**config.mk**
```make
export PLATFORM = sky130hd
export DESIGN_NAME = pattern_gen_1_base
export DESIGN_NICKNAME = d
export VERILOG_FILES = /design/src/rtl/pattern_gen_1_base.sv
export SDC_FILE = /design/constraint.sdc
export NUM_CORES = 2
export LEC_CHECK = 0
export ABC_CLOCK_PERIOD_IN_PS = 4200
export CAP_MARGIN = 20
export CORE_AREA = 3 3 547 549
export CTS_BUF_LIST = sky130_fd_sc_hd__clkbuf_4
export CTS_CLUSTER_SIZE = 30
export DETAILED_ROUTE_END_ITERATION = 10
export DIE_AREA = 0 0 550 552
export PLACE_DENSITY = 0.8
export SLEW_MARGIN = 30
export SYNTH_ARGS = -nofsm -noshare
export SYNTH_HDL_FRONTEND = slang
export SYNTH_SLANG_ARGS = --single-unit
```
**constraint.sdc**
```tcl
create_clock -name clk_i -period 4.2 [get_ports clk_i]
set_input_delay 0.63 -clock clk_i [delete_from_list [all_inputs] [get_ports clk_i]]
set_output_delay 0.63 -clock clk_i [all_outputs]
set_load 0.01 [all_outputs]
```
**src/rtl/pattern_gen_1_base.sv**
```systemverilog
// Host-driven pattern generator. The host sends a sample table over the Rx
// byte stream (LOAD). The table sits in an internal buffer and is replayed
// onto chn_o once (RUN) or repeatedly (LOOP) at one sample per CLK_DIV
// clocks. Completion acks go back to the host through a one-entry pending
// register that drains into the Tx FIFO.
//
// Handshakes: rx_rd_i is a pure strobe. Each byte is consumed in the cycle
// it is presented and Rx is never backpressured. tx_wr_o is high for exactly
// the cycles where an ack is pending and tx_full_i is low. Each such cycle
// transfers tx_data_o into the Tx FIFO.
module pattern_gen_1_base #(
  parameter int N_CH    = 8,
  parameter int N_FIFO  = 9,
  parameter int CLK_DIV = 1
) (
  input  logic            clk_i,
  input  logic            rst_n_i,
  input  logic            rx_rd_i,
  input  logic [7:0]      rx_data_i,
  output logic [7:0]      tx_data_o,
  output logic            tx_wr_o,
  input  logic            tx_full_i,
  output logic [N_CH-1:0] chn_o,
  output logic            busy_o,
  output logic [3:0]      dbg_o
);

  localparam int DEPTH = 1 << N_FIFO;
  localparam int DIV_W = (CLK_DIV > 1) ? $clog2(CLK_DIV) : 1;
  localparam logic [DIV_W-1:0] DIV_LAST = DIV_W'(CLK_DIV - 1);

  localparam logic [7:0] CMD_LOAD = 8'h01;
  localparam logic [7:0] CMD_RUN  = 8'h02;
  localparam logic [7:0] CMD_LOOP = 8'h03;
  localparam logic [7:0] CMD_STOP = 8'h04;
  localparam logic [7:0] ACK_LOAD = 8'h5A;
  localparam logic [7:0] ACK_DONE = 8'hA5;

  typedef enum logic [2:0] {
    S_IDLE = 3'd0,
    S_HDR0 = 3'd1,
    S_HDR1 = 3'd2,
    S_DATA = 3'd3,
    S_PLAY = 3'd4,
    S_DONE = 3'd5
  } state_t;

  state_t              state_q, state_d;
  logic                pending_q, pending_d;
  logic [7:0]          tx_data_q, tx_data_d;
  logic [7:0]          len_lo_q, len_lo_d;
  logic [N_FIFO-1:0]   len_q, len_d;
  logic [N_FIFO-1:0]   waddr_q, waddr_d;
  logic [N_FIFO-1:0]   raddr_q, raddr_d;
  logic [DIV_W-1:0]    div_q, div_d;
  logic                loop_q, loop_d;
  logic [N_CH-1:0]     chn_q, chn_d;
  // The final data byte was written, but the ack slot was still occupied.
  logic                hold_q, hold_d;

  logic [N_CH-1:0]     mem [DEPTH];
  logic                mem_we;
  logic [15:0]         len_full;
  logic                tx_wr;
  logic                ack_free;

  // An ack can be queued when the slot is empty or is being drained this cycle.
  assign tx_wr    = pending_q & ~tx_full_i;
  assign ack_free = ~pending_q | tx_wr;
  assign len_full = {rx_data_i, len_lo_q};

  // Next-state and datapath logic for the command parser and player.
  always_comb begin
    state_d   = state_q;
    pending_d = pending_q;
    tx_data_d = tx_data_q;
    len_lo_d  = len_lo_q;
    len_d     = len_q;
    waddr_d   = waddr_q;
    raddr_d   = raddr_q;
    div_d     = div_q;
    loop_d    = loop_q;
    chn_d     = chn_q;
    hold_d    = hold_q;
    mem_we    = 1'b0;

    if (tx_wr) pending_d = 1'b0;

    case (state_q)
      S_IDLE: begin
        if (rx_rd_i) begin
          if (rx_data_i == CMD_LOAD) begin
            state_d = S_HDR0;
          end else if (rx_data_i == CMD_RUN || rx_data_i == CMD_LOOP) begin
            state_d = S_PLAY;
            raddr_d = '0;
            div_d   = '0;
            loop_d  = (rx_data_i == CMD_LOOP);
          end
        end
      end
      S_HDR0: begin
        if (rx_rd_i) begin
          len_lo_d = rx_data_i;
          state_d  = S_HDR1;
        end
      end
      S_HDR1: begin
        if (rx_rd_i) begin
          len_d   = len_full[N_FIFO-1:0];
          waddr_d = '0;
          hold_d  = 1'b0;
          state_d = S_DATA;
        end
      end
      S_DATA: begin
        if (hold_q) begin
          // Table complete. Wait for the ack slot and ignore further bytes.
          if (ack_free) begin
            pending_d = 1'b1;
            tx_data_d = ACK_LOAD;
            hold_d    = 1'b0;
            state_d   = S_IDLE;
          end
        end else if (rx_rd_i) begin
          mem_we = 1'b1;
          if (waddr_q == len_q) begin
            if (ack_free) begin
              pending_d = 1'b1;
              tx_data_d = ACK_LOAD;
              state_d   = S_IDLE;
            end else begin
              hold_d = 1'b1;
            end
          end else begin
            waddr_d = waddr_q + N_FIFO'(1);
          end
        end
      end
      S_PLAY: begin
        // The registered read of mem[raddr] is what drives chn_o.
        chn_d = mem[raddr_q];
        if (rx_rd_i && rx_data_i == CMD_STOP) loop_d = 1'b0;
        if (div_q == DIV_LAST) begin
          div_d = '0;
          if (raddr_q == len_q) begin
            if (loop_q) raddr_d = '0;
            else        state_d = S_DONE;
          end else begin
            raddr_d = raddr_q + N_FIFO'(1);
          end
        end else begin
          div_d = div_q + DIV_W'(1);
        end
      end
      S_DONE: begin
        if (ack_free) begin
          pending_d = 1'b1;
          tx_data_d = ACK_DONE;
          state_d   = S_IDLE;
        end
      end
      default: state_d = S_IDLE;
    endcase
  end

  // State and output registers with asynchronous active-low reset.
  always_ff @(posedge clk_i or negedge rst_n_i) begin
    if (!rst_n_i) begin
      state_q   <= S_IDLE;
      pending_q <= 1'b0;
      tx_data_q <= 8'h00;
      len_lo_q  <= 8'h00;
      len_q     <= '0;
      waddr_q   <= '0;
      raddr_q   <= '0;
      div_q     <= '0;
      loop_q    <= 1'b0;
      chn_q     <= '0;
      hold_q    <= 1'b0;
    end else begin
      state_q   <= state_d;
      pending_q <= pending_d;
      tx_data_q <= tx_data_d;
      len_lo_q  <= len_lo_d;
      len_q     <= len_d;
      waddr_q   <= waddr_d;
      raddr_q   <= raddr_d;
      div_q     <= div_d;
      loop_q    <= loop_d;
      chn_q     <= chn_d;
      hold_q    <= hold_d;
    end
  end

  // Sample buffer write port. The contents are deliberately not reset.
  always_ff @(posedge clk_i) begin
    if (mem_we) mem[waddr_q] <= rx_data_i[N_CH-1:0];
  end

  assign tx_wr_o   = tx_wr;
  assign tx_data_o = tx_data_q;
  assign chn_o     = chn_q;
  assign busy_o    = (state_q != S_IDLE);
  assign dbg_o     = {state_q, pending_q};

endmodule

```
### After elaboration in Yosys (flattened, before gate mapping)

Memory sizes are Yosys's and may differ from the RTL's. A register that Yosys moved wholly into a read port is not among the register bits.
Cells that the tools add are included.

* bits in writable memories: 4096
* bits of input ports: 12
* word-level logic and storage cells: 121
* flip-flop bits (word level): 50
* memories kept: 1
* output and inout bits: 22

* $add $sub $neg: 3
* equal/unequal tests: 28
* bitwise gates (word level): 4
* multiplexer cells: 58
* reduce and logical (&&, ||, !) cells: 17

Memories
* mem: depth 512, bits a word 8, read ports 1, clocked after Yosys merged registers in 1, write ports 1, line 61 `logic [N_CH-1:0] mem [DEPTH];`

Operators by type and width (count)
* $mux W9: 10
* $mux W8: 5
* $mux W3: 12
* $pmux W9 S2: 2
* $ne A2 B2 Y1 const B: 13
* $mux W1: 23
* $add A9 B1 Y9 const B: 2
* $eq A9 B9 Y1: 2
* $pmux W3 S6: 1
* $eq A8 B2 Y1 const B: 2
* $pmux W8 S2: 1
* $ne A3 B3 Y1 const B: 4
* $reduce_and A5 Y1: 2
* $reduce_and A9 Y1: 1
* $eq A8 B1 Y1 const B: 1
* $eq A8 B3 Y1 const B: 1
* $pmux W1 S2: 4
* $reduce_and A4 Y1: 2
* $eq A3 B2 Y1 const B: 2
* $eq A3 B3 Y1 const B: 2
* $reduce_and A2 Y1: 3
* $reduce_and A6 Y1: 1
* $reduce_bool A2 Y1: 3
* $eq A3 B1 Y1 const B: 1
* 9 further kinds: 10

### Logic depth before layout (Yosys ltp)

* depth after elaboration: 8
* depth in mapped cells: 14
* gate-level depth less buffers: 7

### Worst setup path after synthesis

OpenSTA, ideal clock, no wires.

* kind: flip-flop to flip-flop
* from: register raddr_q[0]
* to: register chn_q[0], in the netlist chn_o[0] (read register of mem)
* arrival time: 2.641 ns
* setup time: 0.123 ns
* buffers on the path: 5
* clock period less this slack: 2.764 ns
* slack: 1.436 ns
* stages on the path, launching flop included: 11
* cell sequence: dfrtp_1 buf_6 buf_12 buf_8 buf_6 buf_2 mux4_2 a221oi_1 o21ai_0 a31o_2 o221a_1

RTL lines
* start, declared: line 54 `logic [N_FIFO-1:0] raddr_q, raddr_d;`
* start signal, assigned: line 188 `raddr_q <= raddr_d;`
* end, declared: line 57 `logic [N_CH-1:0] chn_q, chn_d;`

==> out/metrics.cfg <==
[critical_path]
reg2reg_slack_ns=-0.25
reg2reg_from=raddr_q[2]
path_cells=buf_12 > nand2b_1 > o22ai_1 > a211oi_1 > nor4_1 > buf_4 > a211oi_1 > a221oi_1 > buf_4 > a31oi_1
r2r_cells=10
worstPathMaxFanout=29
cpMaxStageDelayCell=a211oi_1
path_class=reg2reg
cp.arrival_ns=6.15
r2r-end=chn_o[2]
required_ns=5.90
start_kind=flop
crit_path_max_incr_delay_ns=0.94
critPathCaptureType=flop

[clock_tree]
insertion_delay_ns=1.79
cts.path.max_buffers=4
cts_tree=built
cts_buffers=955
postCtsSetupRepairBufs=0
root_buffer=clkbuf_4
h-tree-depth=6
path_clk_slew_ns=0.08
cts.sinks=4147

[detailed_routing]
viasPerCell=6.55
final_antenna_net_count=0
drc=0
num_vias=91200
drtIter0Drc=15600
wl_per_cell_um=32.7
postRouteWirelength_mm=455
firstDrtPassIters=6

[floorplan]
rows=199
die_area_um2=304000
die_x_um=550
fp.dieH_um=552
boundaryPins=34
coreArea_um2=294000
initial_core_util=0.549

[synth]
synth_top_area_share=0.761
synthFlopType=edfxtp_1
ys_types=81
synth.cell_area_um2=162000
yosysSeqAreaShare=0.769
syn-num-nets=7653
synth_area_per_cell_um2=21.2
yosysTopAreaCell=edfxtp_1
yosysWarnings=0
postSynth.asyncResetShare=0.0123
synth_edf_count=4096
synth_area_leaders=edfxtp_1, mux4_2, mux2i_1
synth_cells=7636
postSynthRegisterBits=4147

[run]
drv_cap=0

[finish]
final_cell_mix=edfxtp_1, clkbuf_4, mux4_2, buf_4, nor2_1
finish.instance_area_um2=186000
syn_to_final_growth_pct=15.0
drive_gt1_frac=0.356
fill_cells=18700
mostFrequentLayoutCell=edfxtp_1
layout.nets=9176

[timing]
setup_slack_ns=-0.253
relSlewSlack=0.185
hold_viol=0
finClkSkew_ns=0.257
slew_viol_final=0
tns_ns=-0.492
clock.fmax_mhz=225
setup_viol=3
layout_min_cycle_time_ns=4.45
min_period_over_period=1.06
max_slew.worst_pin.slew_ns=1.21

[power]
power_density_nw_per_um2=581
ir_worst_vdd_mv=0.382
leakagePower_nw=61.3

[outcome]
outcome=complete, but fails checks
failed_checks=setup timing

[global_route]
grt_antenna_before_repair=34
grt_max_degree=215
grt_overflow=0
grt_pass1_wl_mm=648
grt_pass1_vias=91600
track_usage=0.297

[place]
portBuffers=33
place_area_um2=173000
pre_cts_slack_ns=0.0482
hpwlAfterDp_mm=277
gp_congestion=0.950

[worst_hold_path]
hp-start=rx_data_i[7]
holdPathEnd=mem[400][7]
hold_class=in2reg
holdPathStages=3

==> worst max-delay path, delay by kind of cell, from the launching register on <==
kind / cells / cell delay (ns)
and+or+nand+nor: 2 / 0.60
DFF: 1 / 0.91
buffers and inverters: 3 / 0.76
AOI/OAI and AO/OA: 5 / 2.04
==> Yosys cell counts (all sizes together) (8+ instances only) <==
| cell type | number |
|---|---|
| nand3 | 50 |
| nand4 | 8 |
| dfrtp | 51 |
| xnor2 | 14 |
| nand2b | 12 |
| o221ai | 48 |
| mux2 | 31 |
| o311ai | 9 |
| o31ai | 9 |
| nor4 | 13 |
| inv | 13 |
| mux4 | 947 |
| nor3 | 22 |
| a211oi | 37 |
| a21oi | 112 |
| o211ai | 18 |
| nor3b | 9 |
| a31oi | 20 |
| nor2 | 583 |
| and2 | 11 |
| buf | 287 |
| a32oi | 8 |
| a22oi | 135 |
| xor2 | 12 |
| a2111oi | 11 |
| o21ai | 80 |
| nand2 | 163 |
| mux2i | 376 |
| a22o | 23 |
| a221oi | 52 |
| edfxtp | 4096 |
| nor2b | 22 |
| clkbuf | 204 |
| o22ai | 53 |
==> stage by stage <==
stage / utilization / total power, mW / std cells / hold slack [ns]
2_1_floorplan: - / 64.9 / 7636 / 0.334
3_3_place_gp: 0.588 / 75.3 / 12100 / 0.485
3_5_place_dp: 0.588 / 75.8 / 12100 / 0.492
4_1_cts: 0.631 / 108 / 13900 / 0.00663
5_1_grt: 0.632 / 111 / 13900 / 0.0525
6_report: 0.632 / 108 / 13900 / 0.0808
==> timing repair <==
item	CTS	global route
gates resized for setup	1	2
endpoints found under the setup margin	1	1
hold buffers	23	0
endpoints found under the hold margin	3469	0
==> sequential cells by signal (all words and copies together) (netlist names) <==
signal	cells
loop_q	1
pending_q	1
state_q	3
mem	4096
raddr_q	9
tx_data_o	2
waddr_q	9
chn_o	8
len_lo_q	8
len_q	9
hold_q	1
==> cell families after synthesis <==
logic type                 share of synthesized area
buffers and inverters                         0.0186
adders and majority gates                   0.000387
AOI/OAI and AO/OA                             0.0295
and+or+nand+nor                               0.0240
muxes                                          0.158
DFF                                            0.769
xor gates and xnor gates                     0.00141
==> routing by layer <==
layer | up-vias | routed length (um) | global-route usage
met5 | - | 128 | 0
met4 | 16 | 28600 | 0.163
met3 | 1498 | 71100 | 0.103
met2 | 8229 | 207000 | 0.439
met1 | 45800 | 148000 | 0.389
li1 | 35700 | - | -
==> cell type report <==
type | instances | area, um^2 | area share
diodes | 37 | 92.6 | 0.000498
clock buffers | 1408 | 10600 | 0.0568
clock inverters | 347 | 2030 | 0.0109
inverters | 15 | 63.8 | 0.000343
multi-input cells | 2982 | 34700 | 0.187
flip-flops and latches | 4147 | 124000 | 0.668
well taps | 3919 | 4900 | 0.0264
repair buffers | 1058 | 9350 | 0.0503
==> how the worst max path moves through the flow <==
stage	start	to	slack, ns
final	raddr_q[2]	chn_o[2]	-0.25
after global routing	raddr_q[0]	chn_o[5]	-0.02
after CTS	raddr_q[0]	chn_o[5]	0.02
after detailed placement	raddr_q[0]	chn_o[5]	0.05
after global placement	raddr_q[0]	chn_o[6]	-0.03
after floorplan	raddr_q[0]	chn_o[0]	1.44
==> power breakdown <==
part / switching (mW) / internal, mW / leakage, nW
Clock: 16.4 / 16.0 / 7.43
Sequential: 0.509 / 45.6 / 37.4
Combinational: 16.9 / 12.7 / 16.4
(Power assumes the default switching activity.)
